File: config.mk
export PLATFORM = sky130hd
export DESIGN_NAME = writeback_arbiter
export DESIGN_NICKNAME = d
export VERILOG_FILES = /design/src/rtl/writeback_arbiter.sv
export SDC_FILE = /design/constraint.sdc
export NUM_CORES = 1
export LEC_CHECK = 0
export ABC_CLOCK_PERIOD_IN_PS = 6900
export BUFFER_PORTS_ARGS = -buffer_cell sky130_fd_sc_hd__buf_2
export CAP_MARGIN = 20
export CORE_ASPECT_RATIO = 1.2
export CORE_MARGIN = 2
export CORE_UTILIZATION = 50
export CTS_CLUSTER_SIZE = 28
export DETAILED_ROUTE_END_ITERATION = 7
export GPL_ROUTABILITY_DRIVEN = 0
export PLACE_DENSITY = 0.77
export RECOVER_POWER = 100
export SLEW_MARGIN = 20
export SYNTH_ARGS = -nofsm -noshare
export SYNTH_HDL_FRONTEND = slang
export SYNTH_SLANG_ARGS = --single-unit
File: constraint.sdc
create_clock -name clk -period 6.9 [get_ports clk]
set_input_delay 0 -clock clk [delete_from_list [all_inputs] [get_ports clk]]
set_output_delay 0 -clock clk [all_outputs]
set_load 0.05 [all_outputs]
File: src/rtl/writeback_arbiter.sv
// Register-file write-port arbiter: merges no-backpressure pipeline results with
// long-latency results buffered in a small FIFO, with a starvation-driven stall.
module writeback_arbiter #(
  parameter int DEPTH        = 2,
  parameter int STARVE_LIMIT = 4
) (
  input  logic        clk,
  input  logic        rst_n,
  input  logic        pipe_valid,
  input  logic [4:0]  pipe_rd,
  input  logic [31:0] pipe_data,
  input  logic        mc_valid,
  output logic        mc_ready,
  input  logic [4:0]  mc_rd,
  input  logic [31:0] mc_data,
  output logic        stall_req,
  output logic [31:0] pending_mask,
  output logic        wr_en,
  output logic [4:0]  wr_addr,
  output logic [31:0] wr_data
);

  localparam int PW = $clog2(DEPTH);
  localparam int CW = $clog2(DEPTH + 1);
  localparam int SW = $clog2(STARVE_LIMIT + 1);
  localparam logic [CW-1:0] FULL_CNT   = CW'(DEPTH);
  localparam logic [SW-1:0] STARVE_MAX = SW'(STARVE_LIMIT);

  logic [4:0]    rd_mem_q   [DEPTH];
  logic [31:0]   data_mem_q [DEPTH];
  logic [PW-1:0] head_q, head_d, tail_q, tail_d;
  logic [CW-1:0] count_q, count_d;
  logic [SW-1:0] starve_q, starve_d;
  logic          wr_en_q, wr_en_d;
  logic [4:0]    wr_addr_q, wr_addr_d;
  logic [31:0]   wr_data_q, wr_data_d;
  logic          empty_s, full_s, push_s, pop_s, pipe_sel_s, stall_s;
  logic [31:0]   mask_s;

  assign empty_s  = (count_q == CW'(0));
  assign full_s   = (count_q == FULL_CNT);
  assign stall_s  = (starve_q == STARVE_MAX) && !empty_s;
  // x0 results complete the handshake but are dropped here.
  assign push_s   = mc_valid && !full_s && (mc_rd != 5'd0);

  assign mc_ready     = !full_s;
  assign stall_req    = stall_s;
  assign pending_mask = mask_s;
  assign wr_en        = wr_en_q;
  assign wr_addr      = wr_addr_q;
  assign wr_data      = wr_data_q;

  // Slot selection, FIFO pointer/occupancy and starvation next-state.
  always_comb begin
    head_d     = head_q;
    tail_d     = tail_q;
    count_d    = count_q;
    starve_d   = starve_q;
    wr_en_d    = 1'b0;
    wr_addr_d  = wr_addr_q;
    wr_data_d  = wr_data_q;
    pipe_sel_s = !stall_s && pipe_valid && (pipe_rd != 5'd0);
    pop_s      = stall_s || (!pipe_sel_s && !empty_s);

    if (pop_s) begin
      wr_en_d   = 1'b1;
      wr_addr_d = rd_mem_q[head_q];
      wr_data_d = data_mem_q[head_q];
      head_d    = head_q + PW'(1);
    end else if (pipe_sel_s) begin
      wr_en_d   = 1'b1;
      wr_addr_d = pipe_rd;
      wr_data_d = pipe_data;
    end else begin
      wr_en_d   = 1'b0;
    end

    if (push_s) begin
      tail_d = tail_q + PW'(1);
    end else begin
      tail_d = tail_q;
    end

    case ({push_s, pop_s})
      2'b10:   count_d = count_q + CW'(1);
      2'b01:   count_d = count_q - CW'(1);
      default: count_d = count_q;
    endcase

    if (empty_s || pop_s) begin
      starve_d = SW'(0);
    end else if (starve_q != STARVE_MAX) begin
      starve_d = starve_q + SW'(1);
    end else begin
      starve_d = starve_q;
    end
  end

  // Pending-destination mask over the live FIFO window.
  always_comb begin
    logic [PW-1:0] slot;
    logic          live;
    mask_s = 32'd0;
    for (int i = 0; i < DEPTH; i++) begin
      slot   = head_q + PW'(i);
      live   = CW'(i) < count_q;
      mask_s = mask_s | ({32{live}} & (32'd1 << rd_mem_q[slot]));
    end
    mask_s[0] = 1'b0;
  end

  // Control state and registered write port.
  always_ff @(posedge clk) begin
    if (!rst_n) begin
      head_q    <= PW'(0);
      tail_q    <= PW'(0);
      count_q   <= CW'(0);
      starve_q  <= SW'(0);
      wr_en_q   <= 1'b0;
      wr_addr_q <= 5'd0;
      wr_data_q <= 32'd0;
    end else begin
      head_q    <= head_d;
      tail_q    <= tail_d;
      count_q   <= count_d;
      starve_q  <= starve_d;
      wr_en_q   <= wr_en_d;
      wr_addr_q <= wr_addr_d;
      wr_data_q <= wr_data_d;
    end
  end

  // FIFO storage; contents are only meaningful inside the live window.
  always_ff @(posedge clk) begin
    if (rst_n && push_s) begin
      rd_mem_q[tail_q]   <= mc_rd;
      data_mem_q[tail_q] <= mc_data;
    end
  end

endmodule

Yosys cells after proc, flatten, opt, wreduce, memory -nomap -nowiden
Memories as Yosys holds them, arrays and structs flattened. A register that Yosys moved wholly into a read port is not among the register bits. Cells that the tools add are included. Widths: inputs -> output; s select.

Logic and storage cells: 59. ROM bits: 0. RAM bits: 74. Latch bits: 0. Memories: 2. Register bits: 45. Output and inout bits: 72. Bits of input ports: 78.

Memory list: data_mem_q (words 2, width 32, read ports 1, clocked after memory_dff 1, write ports 1, RTL line 30) `logic [31:0] data_mem_q [DEPTH];`; rd_mem_q (words 2, width 5, read ports 2, clocked after memory_dff 1, write ports 1, RTL line 29) `logic [4:0] rd_mem_q [DEPTH];`.

Multiplexer cells: 13. Add/sub/neg operators: 5. Multiply operators: 0. Div/mod/pow operators: 0. Reductions and logical operators: 19. Equal/unequal tests: 5. Bitwise gates (word level): 4. Order comparisons: 2. Shift operators: 2.

Operators by type and width (count): $and 32x32->32 (2); $mux 32 (2); $shl 1x5->32 const A (2); $or 32x32->32 (1); $mux 5 (2); $reduce_bool 5->1 (2); $mux 1 (8); $logic_and 1x1->1 (7); $eq 2x2->1 const B (2); $logic_not 1->1 (4); $lt 1x2->1 const A (2); $pmux 2 s2 (1); $reduce_bool 2->1 (2); $add 3x1->3 const B (1); $eq 3x3->1 const B (1); $ne 3x3->1 const B (1); $add 1x1->1 const B (2); $add 2x1->2 const B (1); $eq 2x1->1 const B (1); $logic_not 2->1 (1); $logic_or 1x1->1 (2); $reduce_or 2->1 (1); $sub 2x1->2 const B (1); $not 1->1 (1).

Depth between registers and ports, before layout
Gate-level depths: netlist of the first run.

Depth after elaboration: 11. Gate-level depth with buffers: 8. Depth with buffers taken out: 8.

Worst setup path after synthesis of the first run
No wires, ideal clock.

Kind: reg2reg. From: reg count_q[0]. To: mem data_mem_q[0][0], enable pin. Stages on the path, launching flop included: 6. Path slack: 2660 ps. Buffers on the path: 0. Arrival time: 3763 ps. Cell sequence: dfxtp_1 -> inv_1 -> ha_1 -> inv_1 -> o211ai_1 -> nor3_1.

Word-level cells in the longest chain between the ends: 7.

RTL lines: start: declaration (RTL line 32) `logic [CW-1:0] count_q, count_d;`; start signal: assignment (RTL line 125) `count_q <= count_d;`; $eq 2x2->1 (RTL line 41) `assign full_s = (count_q == FULL_CNT);`; $logic_not 1->1; named net mc_ready (RTL line 13) `output logic mc_ready,`; $logic_and 1x1->1 (2 in series) (RTL line 44) `assign push_s = mc_valid && !full_s && (mc_rd != 5'd0);`; $logic_and 1x1->1 (RTL line 135) `if (rst_n && push_s) begin`; $mux 1 (RTL line 135); $mux 1 (implied by the code) (RTL line 137) `data_mem_q[tail_q] <= mc_data;`; end: declaration (RTL line 30).

The timed path passes the listed nets, and every way through them passes these cells.

==> metrics.csv, run 1 <==
metric,value,unit
outcome,"complete, but fails checks",
failing checks,"capacitance limit, slew limit",
vias in the first global route,4566,
Num Clock Sinks,120,
cells after synthesis,427,
GRT overflow,0,
Comb pwr share,0.318,
CTS buffer count,17,
# rows,41,
setup_tns,0,ps
Final Slew Violations,164,
Setup Viol. Count Final,0,
layout cells sized above 1,0.183,
hold buffers post-CTS,73,
mapped cell area,5340,µm²
die span in x,98.3,µm
H-tree levels,4,
initial antenna violation count,1,
min-delay worst type,input pin to flip-flop,
Switching Share,0.355,
P per Cell Area,386,nW/µm²
max cap viols,5,
sw power,1.01,mW
Reg-to-Reg End,wr_data[23]$_SDFFE_PN0P_,
final worst-path cycle share,0.637,
DP HPWL,8680,µm
die footprint,11500,µm²
Worst Path Max Fanout,25,
YS warnings,0,
core area,10500,µm²
fin util,0.704,
Worst IR Drop VDD,273,µV
CP Class,flip-flop to output pin,
deepest clock path buffer count,2,
worst hold margin,45.7,ps
worst slew pin tran,2200,ps
HP Start,pipe_rd[2],
internal reg-to-reg setup slack,2720,ps
WP data arrival,4400,ps
Worst-path clk slew,60,ps
Avg Vias per Cell,5.75,
number of synthesized flops with an enable pin,74,
Hold Fails Final Rpt,0,
RSZ-0062 raised after global routing,no,
Peak Freq,227,MHz
Skew-Pair Late Insertion Delay,410,ps
Syn Nets,511,
Final ANT Viol Nets,0,
Port Buffers,148,
ys async rst share,0,
Synth cell types,46,
"Seq/Total Area, Yosys",0.589,
Critical Path Source Type,flip-flop,
drt total wl,14600,µm
drt first pass iters,5,
syn avg cell area,12.5,µm²
CTS root buf,clkbuf_16,
post-CTS resize count,0,
r2r startpoint,count_q[1]$_SDFFE_PN0P_,
Layout Nets,727,
Worst Skew,11.6,ps
layout overhead on the synthesized area,38.0,%
Crit. End Element,output pin,
first-pass GRT wire length,23000,µm
Initial Util,0.510,
Main synth FF type,edfxtp_1,
drt wl/cell,18.6,µm
CTS tree,done,
clock share of power,0.345,
Rel. slew slack,-0.467,
Total Routing Usage GR,0.255,
Yosys top cell by area,edfxtp_1,
#FFs+latches synth,120,
DIE HEIGHT,117,µm
DR DRC count,0,
Required @ worst endpoint,6900,ps
share of the synthesized area in the top cell type,0.416,
1st-iter DRT viols,326,
R2R cell count,6,
Hold Crit Depth,3,
Hold Path End,wr_addr[2]$_SDFFE_PN0P_,
P_int,1.83,mW
setup repair bufs after CTS,0,
largest net degree at the start of global routing,71,
fin crit period,4400,ps
top-level port count,150,
LEAKAGE,2.70,nW
top area cells in the synthesized netlist,"edfxtp_1 (42%), dfxtp_1 (17%), mux2i_1 (7.7%)",
vias post-DR,4521,
sequential power share,0.337,
[how the worst max path moves through the flow]
stage	start	end	slack (ps)	cells past startpoint
CTS	flip-flop	pending_mask[24]	3980	5
global placement	flip-flop	pending_mask[27]	4450	5
detailed placement	flip-flop	pending_mask[27]	4470	5
floorplan	count_q[0]$_SDFFE_PN0P_	data_mem_q[0][0]$_DFFE_PP_	2660	5
global route	flip-flop	pending_mask[27]	2220	6
finish	flip-flop	pending_mask[21]	2500	6
[kinds of logic after synthesis]
| family | count (synthesis) | share of synthesized area |
|---|---|---|
| flip-flops | 120 | 0.589 |
| AO/OA/AOI/OAI | 117 | 0.166 |
| AND/OR/NAND/NOR | 93 | 0.0971 |
| multiplexers | 46 | 0.0875 |
| buffers and inverters | 41 | 0.0406 |
| adder cells (fa/ha/maj) | 6 | 0.0141 |
| XOR/XNOR | 3 | 0.00492 |
| other | 1 | 0.000703 |
[cell type report]
cell class	count	area, µm²
Antenna cell	1	2.50
Tap cell	129	161
Fill cell	771	3100
Timing Repair Buffer	228	1390
Clock buffer	17	425
Clock inverter	15	231
Sequential cell	120	3140
Multi-Input combinational cell	266	1980
Inverter	10	37.5
[metal layers]
layer / vias to the layer above / wire, µm / GRT usage
met5: - / 0 / 0
met4: 0 / 261 / 0.111
met3: 25 / 819 / 0.0582
met2: 200 / 7760 / 0.464
met1: 2185 / 5770 / 0.290
li1: 2111 / - / -
[state kept, by name (all words and copies together), names as in the netlist, named ones only]
| signal | count |
|---|---|
| data_mem_q | 64 |
| wr_data | 32 |
| rd_mem_q | 10 |
| wr_addr | 5 |
| starve_q | 3 |
| count_q | 2 |
| head_q | 1 |
| tail_q | 1 |
| wr_en | 1 |
[stage by stage]
stage	std cells	worst slack [ps]	area, µm²	total power [mW]
after floorplan	427	2660	5340	1.64
after global placement	680	4450	6140	1.82
after detailed placement	680	4470	6140	1.85
after CTS	785	3980	7530	2.86
after global routing	786	2220	7360	2.96
final	786	2500	7360	2.84
[cell usage after synthesis (6+ instances only)]
| library cell | count |
|---|---|
| clkbuf_1 | 15 |
| nand2_1 | 26 |
| mux2i_1 | 41 |
| or3_1 | 36 |
| dfxtp_1 | 46 |
| o21ai_1 | 6 |
| o22ai_1 | 38 |
| nor3_1 | 6 |
| o21ai_0 | 24 |
| edfxtp_1 | 74 |
| nor2_1 | 12 |
| ha_1 | 6 |
| inv_1 | 9 |
| a32o_1 | 9 |
| a32o_2 | 27 |
| buf_2 | 8 |
[power by group through the flow]
stage	clock (mW)	sequential, mW	combinational, mW
finish	0.982	0.959	0.903
global route	1.02	0.970	0.965
global placement	0	0.962	0.861
CTS	0.988	0.953	0.919
floorplan	0	1.15	0.494
detailed placement	0	0.966	0.884
[placed cells by master, fill, tap and decap left out, types with 26 or more instances in the layout]
| cell type | instances |
|---|---|
| dlygate4sd3_1 | 73 |
| o21ai_0 | 29 |
| clkbuf_1 | 100 |
| edfxtp_1 | 74 |
| dfxtp_1 | 46 |
| nand2_1 | 26 |
| or3_1 | 37 |
| mux2i_1 | 41 |
| buf_2 | 52 |
| o22ai_1 | 38 |
[critical path: stages (launching register included)]
cell	delay, ps
dfxtp_1	990
clkbuf_1	1380
mux2i_1	490
nor2_1	240
nand2_1	140
o22ai_1	220
clkbuf_1	490
(Power assumes the default switching activity.)
==> run 2: changes to the inputs <==
--- a/config.mk
+++ b/config.mk
@@ -5,16 +5,16 @@
 export SDC_FILE = /design/constraint.sdc
 export NUM_CORES = 1
 export LEC_CHECK = 0
-export ABC_CLOCK_PERIOD_IN_PS = 6900
+export ABC_CLOCK_PERIOD_IN_PS = 4000
 export BUFFER_PORTS_ARGS = -buffer_cell sky130_fd_sc_hd__buf_2
 export CAP_MARGIN = 20
 export CORE_ASPECT_RATIO = 1.2
 export CORE_MARGIN = 2
-export CORE_UTILIZATION = 50
+export CORE_UTILIZATION = 47
 export CTS_CLUSTER_SIZE = 28
 export DETAILED_ROUTE_END_ITERATION = 7
 export GPL_ROUTABILITY_DRIVEN = 0
-export PLACE_DENSITY = 0.77
+export PLACE_DENSITY = 0.76
 export RECOVER_POWER = 100
 export SLEW_MARGIN = 20
 export SYNTH_ARGS = -nofsm -noshare
==> constraint.sdc (replaced) <==
create_clock -name clk -period 4 [get_ports clk]
set_input_delay 0 -clock clk [delete_from_list [all_inputs] [get_ports clk]]
set_output_delay 0 -clock clk [all_outputs]
set_load 0.05 [all_outputs]
==> metrics.csv, run 2 (synthesis results as in run 1) <==
metric,value,unit,change
die span in x,101,µm,+3.0%
GRT overflow,0,,unchanged
Required @ worst endpoint,4280,ps,-2620 ps
CTS root buf,clkbuf_16,,
Critical Path Source Type,input pin,,
final std cells w/o fill,790,,+0.51%
Initial Util,0.484,,-0.0264
cell family with most CP delay,compound AO/OA/AOI/OAI gates,,
CP Buf/Inv Count,2,,unchanged
final worst-path cycle share,0.770,,
layout cells sized above 1,0.175,,-0.00815
Biggest register,data_mem_q,,
layout overhead on the synthesized area,35.3,%,
max FFs per register,64,,unchanged
Reg-to-Reg End,data_mem_q[1][11]$_DFFE_PP_,,
first-pass GRT wire length,22800,µm,-0.78%
pre-CTS WS,1560,ps,-2900 ps
Final Total Pwr,4.51,mW,+58%
Rel. slew slack,-0.0801,,+0.387
CP max stage cell,o31ai_1,,
failing checks,"capacitance limit, slew limit",,
post-CTS resize count,0,,unchanged
deepest clock path buffer count,2,,unchanged
Worst Path Max Fanout,32,,+28%
die footprint,12200,µm²,+6.1%
Hold Fails Final Rpt,0,,unchanged
Hold Path End,wr_addr[2]$_SDFFE_PN0P_,,
Worst IR Drop VDD,389,µV,+43%
Total Routing Usage GR,0.242,,-0.0136
Final ANT Viol Nets,0,,unchanged
RSZ-0062 raised after global routing,no,,
worst slew pin tran,1620,ps,-580 ps
Inst Count DP,685,,+0.74%
r2r startpoint,count_q[0]$_SDFFE_PN0P_,,
Crit. End Element,flip-flop,,
HP Start,pipe_rd[2],,
1st-iter DRT viols,286,,-12%
LEAKAGE,2.65,nW,-1.8%
Setup Viol. Count Final,0,,unchanged
top-level port count,150,,unchanged
Num Clock Sinks,120,,unchanged
R2R cell count,6,,unchanged
CP Class,input pin to flip-flop,,
setup repair bufs after CTS,0,,unchanged
H-tree levels,4,,unchanged
Avg Vias per Cell,5.72,,-0.51%
internal reg-to-reg setup slack,1340,ps,-1380 ps
"commonest non-fill, non-tap cell in the layout",clkbuf_1,,
fin crit period,3080,ps,
critical path's largest stage delay,1070,ps,-310 ps
drt first pass iters,5,,unchanged
P per Cell Area,624,nW/µm²,+62%
Final WS setup,919,ps,-1580 ps
Final Slew Violations,33,,-80%
outcome,"complete, but fails checks",,
largest net degree at the start of global routing,71,,unchanged
WP data arrival,3360,ps,-1040 ps
min-delay worst type,input pin to flip-flop,,
# rows,42,,+2.4%
initial antenna violation count,0,,-1
DP HPWL,8880,µm,+2.3%
Port Buffers,148,,unchanged
drt wl/cell,18.3,µm,-1.7%
ANT cells,0,,-1
DR DRC count,0,,unchanged
Worst-path clk slew,50,ps,about the same
most frequent cells in the layout,"clkbuf_1 (110), edfxtp_1 (74), dlygate4sd3_1 (73)",,
drt total wl,14400,µm,-1.2%
vias post-DR,4521,,unchanged
Layout Nets,729,,+0.28%
CTS tree,done,,
core area,11000,µm²,+5.5%
Skew-Pair Late Insertion Delay,400,ps,about the same
CTS buffer count,17,,unchanged
vias in the first global route,4586,,+0.44%
CP Cell Sequence,dlygate4sd3_1 -> clkbuf_1 -> or3_1 -> o31ai_1 -> a21oi_2 -> a32o_1,,
Peak Freq,325,MHz,
max cap viols,1,,-4
setup_tns,0,ps,unchanged
Worst Skew,6.44,ps,-5.15 ps
DIE HEIGHT,121,µm,+3.0%
Hold Crit Depth,3,,unchanged
[run 2: cell types whose count changed in the layout (fill, tap and decap cells not counted), sizes merged]
cell / previous run / this run
clkinvlp: 4 / 0
diode: 1 / 0
bufinv: 6 / 0
buf: 54 / 55
clkbuf: 118 / 129
[run 2: worst max-delay path by stage]
| stage | startpoint | end | slack, ps | cells after the start |
|---|---|---|---|---|
| after floorplan | count_q[0]$_SDFFE_PN0P_ | data_mem_q[0][0]$_DFFE_PP_ | -240 | 5 |
| after global placement | count_q[1]$_SDFFE_PN0P_ | wr_data[23]$_SDFFE_PN0P_ | 1660 | 6 |
| after detailed placement | count_q[1]$_SDFFE_PN0P_ | wr_data[19]$_SDFFE_PN0P_ | 1560 | 6 |
| after CTS | count_q[1]$_SDFFE_PN0P_ | wr_data[28]$_SDFFE_PN0P_ | 1530 | 6 |
| after global routing | pipe_rd[1] | wr_data[22]$_SDFFE_PN0P_ | 790 | 6 |
| final | pipe_rd[1] | wr_data[22]$_SDFFE_PN0P_ | 920 | 6 |
[run 2: area by class of cell]
| type | count | area [µm²] |
|---|---|---|
| Clock buffer | 27 | 483 |
| Inverter | 10 | 37.5 |
| Multi-Input combinational cell | 266 | 1960 |
| Sequential cell | 120 | 3140 |
| Timing Repair Buffer | 230 | 1400 |
| Clock inverter | 5 | 25.0 |
| Fill cell | 840 | 3820 |
| Tap cell | 132 | 165 |
[run 2: layer usage]
| metal | wire, µm | vias to the layer above | global-route usage | share of wire |
|---|---|---|---|---|
| li1 | - | 2120 | - | - |
| met1 | 5800 | 2191 | 0.273 | 0.40 |
| met2 | 7580 | 190 | 0.435 | 0.53 |
| met3 | 847 | 20 | 0.0630 | 0.059 |
| met4 | 201 | 0 | 0.0836 | 0.014 |
| met5 | 0 | - | 0 | 0 |
[run 2: worst min-delay path, cell delays in order]
cell and delay, ps:
buf_2 120, or3_1 110, a32o_2 150
[run 2: stage by stage]
step                utilization  instance area (µm²)  hold slack, ps
floorplan                     -                 5340            98.9
global placement          0.559                 6160             189
detailed placement        0.559                 6160             191
CTS                       0.671                 7400            43.8
global route              0.654                 7220            47.1
finish                    0.654                 7220            15.5
[run 2: repair_timing]
item	CTS	global route
hold endpoints to repair	113	0
setup endpoints to repair	0	0
hold buffers	73	0
[run 2: report_power, final]
part,leakage (nW),total [mW],switching [mW],internal (mW)
Combinational,1.34,1.57,1.08,0.481
Clock,0.253,1.30,0.485,0.817
Sequential,1.06,1.64,0.118,1.52
==> run 3: changes to the inputs <==
--- a/config.mk
+++ b/config.mk
@@ -5,16 +5,16 @@
 export SDC_FILE = /design/constraint.sdc
 export NUM_CORES = 1
 export LEC_CHECK = 0
-export ABC_CLOCK_PERIOD_IN_PS = 4000
+export ABC_CLOCK_PERIOD_IN_PS = 2900
 export BUFFER_PORTS_ARGS = -buffer_cell sky130_fd_sc_hd__buf_2
 export CAP_MARGIN = 20
 export CORE_ASPECT_RATIO = 1.2
 export CORE_MARGIN = 2
-export CORE_UTILIZATION = 47
+export CORE_UTILIZATION = 50
 export CTS_CLUSTER_SIZE = 28
 export DETAILED_ROUTE_END_ITERATION = 7
 export GPL_ROUTABILITY_DRIVEN = 0
-export PLACE_DENSITY = 0.76
+export PLACE_DENSITY = 0.77
 export RECOVER_POWER = 100
 export SLEW_MARGIN = 20
 export SYNTH_ARGS = -nofsm -noshare
==> constraint.sdc (replaced) <==
create_clock -name clk -period 2.9 [get_ports clk]
set_input_delay 0 -clock clk [delete_from_list [all_inputs] [get_ports clk]]
set_output_delay 0 -clock clk [all_outputs]
set_load 0.05 [all_outputs]
==> metrics.csv, run 3 (synthesis results as in run 1) <==
metric,value,unit,change
Register Area,3140,µm²,unchanged
min-delay worst type,input pin to flip-flop,,
r2r startpoint,count_q[0]$_SDFFE_PN0P_,,
die footprint,11500,µm²,-5.8%
Biggest register,data_mem_q,,
worst slew pin tran,928,ps,-692 ps
Crit. End Element,output pin,,
ANT cells,0,,unchanged
Layout Nets,733,,+0.55%
Hold Crit Depth,3,,unchanged
H-tree levels,4,,unchanged
Avg Vias per Cell,5.76,,+0.71%
Reg-to-Reg End,data_mem_q[1][2]$_DFFE_PP_,,
internal reg-to-reg setup slack,360,ps,-980 ps
1st-iter DRT viols,255,,-11%
Fill cells,794,,-5.5%
core area,10500,µm²,-5.2%
top-level port count,150,,unchanged
CTS root buf,clkbuf_16,,
max FFs per register,64,,unchanged
Total Routing Usage GR,0.247,,+0.00568
HP Start,pipe_rd[2],,
CTS tree,done,,
Setup Viol. Count Final,0,,unchanged
# rows,41,,-2.4%
WP data arrival,2630,ps,-730 ps
Worst-path clk slew,50,ps,about the same
Inst Count DP,686,,+0.15%
final std cells w/o fill,791,,+0.13%
final worst-path cycle share,0.905,,
layout overhead on the synthesized area,37.0,%,
initial antenna violation count,0,,unchanged
DIE HEIGHT,117,µm,-2.9%
outcome,"finished, final reports clean",,
setup repair bufs after CTS,0,,unchanged
LEAKAGE,2.77,nW,+4.5%
vias post-DR,4559,,+0.84%
DP HPWL,8910,µm,+0.38%
CP Class,flip-flop to output pin,,
Skew-Pair Late Insertion Delay,410,ps,about the same
Peak Freq,381,MHz,
Worst Skew,8.94,ps,+2.50 ps
Worst Path Max Fanout,21,,-34%
fin crit period,2630,ps,
Final ANT Viol Nets,0,,unchanged
setup_tns,0,ps,unchanged
Hold Path End,wr_addr[2]$_SDFFE_PN0P_,,
GRT overflow,0,,unchanged
vias in the first global route,4636,,+1.1%
footprint of the multi-input gates,1980,µm²,+0.96%
Final Slew Violations,0,,-100%
Initial Util,0.510,,+0.0264
RSZ-0062 raised after global routing,no,,
layout cells sized above 1,0.218,,+0.0428
drt total wl,13800,µm,-4.1%
DR DRC count,0,,unchanged
worst hold margin,45.0,ps,+29.6 ps
Final Total Pwr,6.28,mW,+39%
die span in x,98.3,µm,-2.9%
Port Buffers,148,,unchanged
fin util,0.699,,+0.0444
first-pass GRT wire length,22300,µm,-2.1%
Hold Fails Final Rpt,0,,unchanged
most frequent cells in the layout,"clkbuf_1 (89), edfxtp_1 (74), dlygate4sd3_1 (73)",,
Num Clock Sinks,120,,unchanged
P per Cell Area,859,nW/µm²,+38%
Required @ worst endpoint,2900,ps,-1380 ps
Critical Path Source Type,flip-flop,,
"commonest non-fill, non-tap cell in the layout",clkbuf_1,,
Worst IR Drop VDD,594,µV,+53%
deepest clock path buffer count,2,,unchanged
R2R cell count,6,,unchanged
largest net degree at the start of global routing,47,,-34%
Rel. slew slack,0.381,,+0.461
drt wl/cell,17.5,µm,-4.2%
max cap viols,0,,-1
drt first pass iters,5,,unchanged
CTS buffer count,17,,unchanged
[run 3: changes by cell type in the layout (fill, tap and decap cells not counted), moves of 3 or more]
cell and delta:
buf_2 +12, clkbuf_1 -21, clkbuf_2 +4, buf_4 +3
[run 3: worst max-delay path by stage]
| stage | from | endpoint | slack, ps | depth (start not counted) |
|---|---|---|---|---|
| after global routing | count_q[1]$_SDFFE_PN0P_ | pending_mask[8] | 180 | 7 |
| after floorplan | count_q[0]$_SDFFE_PN0P_ | data_mem_q[0][0]$_DFFE_PP_ | -230 | 5 |
| after global placement | count_q[0]$_SDFFE_PN0P_ | data_mem_q[1][4]$_DFFE_PP_ | 670 | 6 |
| after detailed placement | count_q[0]$_SDFFE_PN0P_ | data_mem_q[1][16]$_DFFE_PP_ | 550 | 6 |
| final | flip-flop | pending_mask[8] | 270 | 5 |
| after CTS | flip-flop | pending_mask[4] | 450 | 4 |
[run 3: power by group]
| part | switching, mW | internal (mW) | total, mW | leakage, nW |
|---|---|---|---|---|
| sequential | 0.180 | 2.10 | 2.28 | 1.06 |
| combinational | 1.47 | 0.684 | 2.15 | 1.45 |
| clock | 0.683 | 1.17 | 1.85 | 0.268 |
| total | 2.33 | 3.95 | 6.28 | 2.77 |
[run 3: layout make-up]
class / count / area share
inverter: 10 / 0.00513
clock buffer: 23 / 0.0667
multi-input combinational: 266 / 0.271
sequential: 120 / 0.430
clock inverter: 9 / 0.00685
tap: 129 / 0.0221
timing repair buffer: 234 / 0.198
[run 3: metal layers]
| layer | vias up | track usage | share of wire |
|---|---|---|---|
| li1 | 2137 | - | - |
| met1 | 2188 | 0.280 | 0.39 |
| met2 | 205 | 0.438 | 0.52 |
| met3 | 29 | 0.0736 | 0.066 |
| met4 | 0 | 0.108 | 0.021 |
| met5 | - | 0 | 0 |
[run 3: per-stage QoR]
stage               instance area [µm²]  setup slack [ps]
finish                             7310               274
global route                       7310               177
CTS                                7460               452
detailed placement                 6200               551
global placement                   6200               675
floorplan                          5350              -229
[run 3: critical path: stages (launching register included)]
cell and delay, ps:
dfxtp_2 730, mux2i_1 370, and2_0 290, nand2_1 160, o22ai_1 180, clkbuf_1 490
[run 3: timing repair]
item | 4_1_cts | 5_1_grt
endpoints found under the hold margin | 113 | 0
resized for setup | 0 | 0
hold buffers | 73 | 0
